<file path="config.mk">
export PLATFORM = sky130hd
export DESIGN_NAME = uart_tx
export DESIGN_NICKNAME = d
export VERILOG_FILES = /design/src/rtl/uart_tx.sv
export SDC_FILE = /design/constraint.sdc
export NUM_CORES = 1
export LEC_CHECK = 0
export CAP_MARGIN = 10
export CORE_UTILIZATION = 40
export CTS_BUF_LIST = sky130_fd_sc_hd__clkbuf_8
export CTS_CLUSTER_DIAMETER = 150
export DETAILED_ROUTE_END_ITERATION = 8
export PLACE_DENSITY_LB_ADDON = 0.12
export SETUP_SLACK_MARGIN = 0.15
export SLEW_MARGIN = 10
export SYNTH_ARGS = -nofsm -noshare
export SYNTH_HDL_FRONTEND = slang
export SYNTH_SLANG_ARGS = --single-unit
</file>
<file path="constraint.sdc">
create_clock -name clk -period 6.1 [get_ports clk]
set_input_delay 1.525 -clock clk [delete_from_list [all_inputs] [get_ports clk]]
set_output_delay 1.525 -clock clk [all_outputs]
set_load 0.05 [all_outputs]
</file>
<file path="src/rtl/uart_tx.sv">
// 8-bit UART transmitter: start bit, data LSB first, STOP_BITS stop bits, registered line output.
// Define UART_TX_PARITY_EN to insert a parity bit after bit 7 (sense chosen by PARITY_ODD).
module uart_tx #(
   parameter int STOP_BITS  = 1,
   parameter int PARITY_ODD = 0
) (
   input  logic        clk,
   input  logic        rstn,
   input  logic [19:0] BpsNum,
   input  logic        TxValid,
   input  logic [7:0]  TxData,
   output logic        TxReady,
   output logic        UartTx,
   output logic        done
);

   typedef enum logic [2:0] {
      IDLE,
      START,
      DATA,
`ifdef UART_TX_PARITY_EN
      PARITY,
`endif
      STOP
   } state_t;

   if (STOP_BITS != 1 && STOP_BITS != 2) begin : g_bad_stop_bits
      $error("uart_tx: STOP_BITS must be 1 or 2");
   end
   if (PARITY_ODD != 0 && PARITY_ODD != 1) begin : g_bad_parity_odd
      $error("uart_tx: PARITY_ODD must be 0 or 1");
   end

   localparam logic LAST_STOP = (STOP_BITS == 2);
`ifdef UART_TX_PARITY_EN
   localparam logic PODD = (PARITY_ODD != 0);
`endif

   state_t      state_q, state_d;
   logic [19:0] cnt_q, cnt_d;
   logic [19:0] bps_q, bps_d;
   logic [2:0]  bit_q, bit_d;
   logic        stop_q, stop_d;
   logic [7:0]  data_q, data_d;
   logic        tx_q, tx_d;
   logic        bit_end;
   logic [2:0]  nxt_bit;

   assign bit_end = (cnt_q == bps_q - 20'd1);
   assign nxt_bit = bit_q + 3'd1;
   assign TxReady = (state_q == IDLE);
   assign UartTx  = tx_q;

   // tx_d is chosen for the state being entered, so the line register switches with the state
   always_comb begin
      state_d = state_q;
      cnt_d   = cnt_q;
      bps_d   = bps_q;
      bit_d   = bit_q;
      stop_d  = stop_q;
      data_d  = data_q;
      tx_d    = tx_q;
      done    = 1'b0;
      if (state_q != IDLE) begin
         cnt_d = bit_end ? 20'd0 : cnt_q + 20'd1;
      end
      unique case (state_q)
         IDLE: begin
            tx_d = 1'b1;
            if (TxValid) begin
               state_d = START;
               data_d  = TxData;
               bps_d   = (BpsNum < 20'd2) ? 20'd2 : BpsNum;
               cnt_d   = 20'd0;
               bit_d   = 3'd0;
               stop_d  = 1'b0;
               tx_d    = 1'b0;
            end
         end
         START: begin
            if (bit_end) begin
               state_d = DATA;
               tx_d    = data_q[0];
            end
         end
         DATA: begin
            if (bit_end) begin
               bit_d = nxt_bit;
               if (bit_q == 3'd7) begin
`ifdef UART_TX_PARITY_EN
                  state_d = PARITY;
                  tx_d    = (^data_q) ^ PODD;
`else
                  state_d = STOP;
                  tx_d    = 1'b1;
`endif
               end else begin
                  tx_d = data_q[nxt_bit];
               end
            end
         end
`ifdef UART_TX_PARITY_EN
         PARITY: begin
            if (bit_end) begin
               state_d = STOP;
               tx_d    = 1'b1;
            end
         end
`endif
         STOP: begin
            if (bit_end) begin
               if (stop_q == LAST_STOP) begin
                  state_d = IDLE;
                  done    = 1'b1;
               end else begin
                  stop_d = stop_q + 1'b1;
               end
               tx_d = 1'b1;
            end
         end
         default: begin
            state_d = IDLE;
            tx_d    = 1'b1;
         end
      endcase
   end

   always_ff @(posedge clk) begin
      if (!rstn) begin
         state_q <= IDLE;
         cnt_q   <= 20'd0;
         bps_q   <= 20'd0;
         bit_q   <= 3'd0;
         stop_q  <= 1'b0;
         data_q  <= 8'd0;
         tx_q    <= 1'b1;
      end else begin
         state_q <= state_d;
         cnt_q   <= cnt_d;
         bps_q   <= bps_d;
         bit_q   <= bit_d;
         stop_q  <= stop_d;
         data_q  <= data_d;
         tx_q    <= tx_d;
      end
   end

endmodule

</file>
==> flow_metrics.py <==
metrics = {
    "sta": {
        "layout_min_cycle_time_ps": 5440,
        "report.final.slew_viol_count": 0,
        "layout_worst_path_cycle_share_pct": 89.2,
        "max_clock_freq_mhz": 184,
        "finalHoldViolCount": 0,
        "worst_pin_slew_ps": 1120,
        "tns_ps": 0,
        "clock_skew_ps": 6.13,
        "rsz0062_at_grt": "no",
        "max_slew_margin_pct": 25.3,
        "setup_viol": 0,
    },
    "status": {
        "outcome": "finished clean",
    },
    "finish": {
        "antenna-diode-count": 0,
        "num-nets-final": 405,
        "share_of_post_route_cells_with_drive_strength_above_1_pct": 6.83,
        "layout.cells.most_common": "sky130_fd_sc_hd__dfxtp_1",
        "fillCellCount": 726,
        "regArea_mm2": 0.00108,
        "multiInputGateArea_mm2": 0.00183,
        "syn_to_final_growth_pct": 18.0,
        "layout.cells.most_common_list": "sky130_fd_sc_hd__dfxtp_1 (54), sky130_fd_sc_hd__nor2_1 (36), sky130_fd_sc_hd__clkdlybuf4s50_1 (33)",
    },
    "placed_design": {
        "gpl.final_weighted_congestion": 0.797,
        "buffer_ports.inserted": 33,
        "post-dp-hpwl_um": 5290,
    },
    "yosys": {
        "post_synth_edffs": 0,
        "synth-main-ff-cell": "sky130_fd_sc_hd__dfxtp_1",
        "ys_top_cells_by_area": "sky130_fd_sc_hd__dfxtp_1 (36%), sky130_fd_sc_hd__a22o_1 (7.9%), sky130_fd_sc_hd__xor2_1 (7.9%), sky130_fd_sc_hd__xnor2_1 (5.0%), sky130_fd_sc_hd__nor2_1 (4.5%)",
        "postSynthRegisterBits": 54,
        "yosysWarnings": 0,
        "ys_types": 55,
        "cell_accounting_for_the_most_synthesized_area": "sky130_fd_sc_hd__dfxtp_1",
        "netlist.area_leader.share_pct": 36.0,
        "synthesis.instances": 334,
        "synthesis.nets": 374,
        "synth-async-reset-ratio_pct": 0,
        "synth.cell_area_mm2": 0.00300,
        "ys_seq_area_share_pct": 36.0,
        "avgSynthCellArea_um2": 8.99,
    },
    "clock_tree": {
        "postCtsHoldBufs": 0,
        "tritoncts_clock_tree": "yes",
        "cts.clk_slew.worst_paths_ps": 100,
        "cts_repair_resize_count": 0,
        "cts-buffers-inserted": 5,
        "cts.sink_count": 54,
        "cts-root-buf": "sky130_fd_sc_hd__clkbuf_8",
        "clock_tree.htree_level_count": 2,
        "post_cts.repair.setup_buffers": 0,
        "clock_insertion_delay_worst_skew_ps": 310,
        "clk_path_buf_depth": 2,
    },
    "global_route": {
        "globalRoute.totalOverflow": 0,
        "vias_in_the_first_global_route": 2347,
        "grt_pass1_wl_um": 11400,
        "grt_max_degree": 29,
        "grt_antenna_before_repair": 0,
        "track_usage_pct": 18.7,
    },
    "critical_path": {
        "cp_data_arrival_time_ps": 3920,
        "crit_path_max_incr_delay_ps": 800,
        "cp_slowest_cell": "sky130_fd_sc_hd__clkdlybuf4s50_1",
        "critical_path_peak_fanout": 9,
        "critical-path-top-delay-family": "simple AND/OR/NAND/NOR gates",
        "critical_path.startpoint_type": "register",
        "timing.setup.critical_path_class": "register to output pin",
        "timing.critical_path.to_type": "output pin",
        "path_buf_inv": 3,
        "crit_chain": "inv_1, ha_1, nor3b_2, nand4_2, or3_1, a221oi_2, o22ai_1, nor4_2, buf_4, and2_1, clkdlybuf4s50_1",
        "r2r_setup_slack_ps": 2400,
        "worstPathRequired_ps": 4580,
    },
    "floorplan": {
        "initial_utilization_pct": 41.4,
        "die_h_um": 88.7,
        "design.die.area_mm2": 0.00786,
        "floorplan.die.width_um": 88.7,
        "core.rowCount": 31,
        "boundaryPins": 34,
        "floorplan.core_area_mm2": 0.00725,
    },
    "pwr": {
        "max-vdd-ir-drop_mv": 0.215,
        "powerDensity_mw_per_mm2": 323,
        "totalPowerFinal_mw": 1.15,
        "leakage_nw": 1.34,
    },
    "route": {
        "routedWlPerCell_um": 14.6,
        "drtIter0Drc": 104,
        "wirelength_um": 6800,
        "detail_route.vias_per_cell": 5.45,
        "postRouteAntennaNets": 0,
        "post-route-drc-count": 0,
        "drt_pre_antenna_iters": 4,
        "dr_total_vias": 2536,
    },
    "min_path": {
        "worst_hold_path_type": "register to register",
    },
    "job": {
        "cap_viol_max_count": 0,
    },
}
[per-layer routing]
layer	GRT usage, %	share of wire, %
met4	3.96	0.72
met2	30.0	46
met3	2.99	3.5
met5	0	0
met1	26.6	50
[sequential cells by signal, indices dropped and copies added, names as in the netlist]
name	cells
bps_q	20
cnt_q	20
data_q	8
bit_q	3
state_q	2
UartTx	1
[final cells by class]
type / instances / area share, %
Multi-Input combinational cell: 257 / 51.5
Tap cell: 99 / 3.49
Inverter: 10 / 1.06
Clock buffer: 5 / 1.94
Timing Repair Buffer: 37 / 10.2
Sequential cell: 54 / 30.5
Clock inverter: 3 / 1.34
[worst reg2reg max path: stages (launching register included)]
cell and delay [ps]:
sky130_fd_sc_hd__dfxtp_1 370, sky130_fd_sc_hd__inv_1 70, sky130_fd_sc_hd__ha_1 210, sky130_fd_sc_hd__nor3b_2 540, sky130_fd_sc_hd__nand4_2 250, sky130_fd_sc_hd__or3_1 430, sky130_fd_sc_hd__a221oi_2 240, sky130_fd_sc_hd__o22ai_1 150
sky130_fd_sc_hd__or4_1 730, sky130_fd_sc_hd__o21ai_4 480, sky130_fd_sc_hd__nor2_1 110
[final timing paths]
check,start,endpoint,depth (start not counted)
max,bps_q[0]$_SDFFE_PN0P_,done,11
min reg2reg,data_q[1]$_SDFFE_PN0P_,data_q[1]$_SDFFE_PN0P_,1
min,data_q[1]$_SDFFE_PN0P_,data_q[1]$_SDFFE_PN0P_,1
max reg2reg,bps_q[0]$_SDFFE_PN0P_,cnt_q[17]$_SDFF_PN0_,10
[cells by family (layout without fill, tap and decap cells)]
logic type / count (synthesis) / after routing / share of synthesized area, %
multiplexers: 8 / 8 / 3.54
XOR/XNOR: 44 / 44 / 12.8
buffers and inverters: 23 / 55 / 3.37
adder cells (fa/ha/maj): 9 / 9 / 3.75
AO/OA/AOI/OAI: 68 / 68 / 17.9
AND/OR/NAND/NOR: 128 / 128 / 22.7
flip-flops: 54 / 54 / 36.0
[Yosys cell counts, drive strengths merged (2+ instances only)]
cell type and n:
mux2i 5, nor2 37, nand3 11, o211ai 3, o22ai 2, ha 9, clkbuf 11, inv 10
nor4 11, or3 3, nand3b 4, o21a 3, mux4 2, a211oi 2, o21ai 8, nand4 11
nand2 24, a31oi 3, o221ai 2, buf 2, a21oi 8, nor3b 3, and3 6, xor2 27
dfxtp 54, nor3 8, nor2b 2, a22o 27, xnor2 17
[where the power goes]
group / switching (mW) / internal, mW
logic: 0.250 / 0.194
registers: 0.0549 / 0.396
clock network: 0.126 / 0.125
[through the flow]
step                      instances  setup slack [ps]  utilization [%]  hold slack, ps  instance area [um2]
after floorplan                 334              1760                -             444                 3000
after global placement          457              1110             47.3             461                 3430
after detailed placement        457              1040             47.3             472                 3430
after CTS                       465               659             48.9             497                 3540
after global routing            465               490             48.9             522                 3540
final                           465               659             48.9             492                 3540
Note: power is estimated with default switching activity, not from simulation.
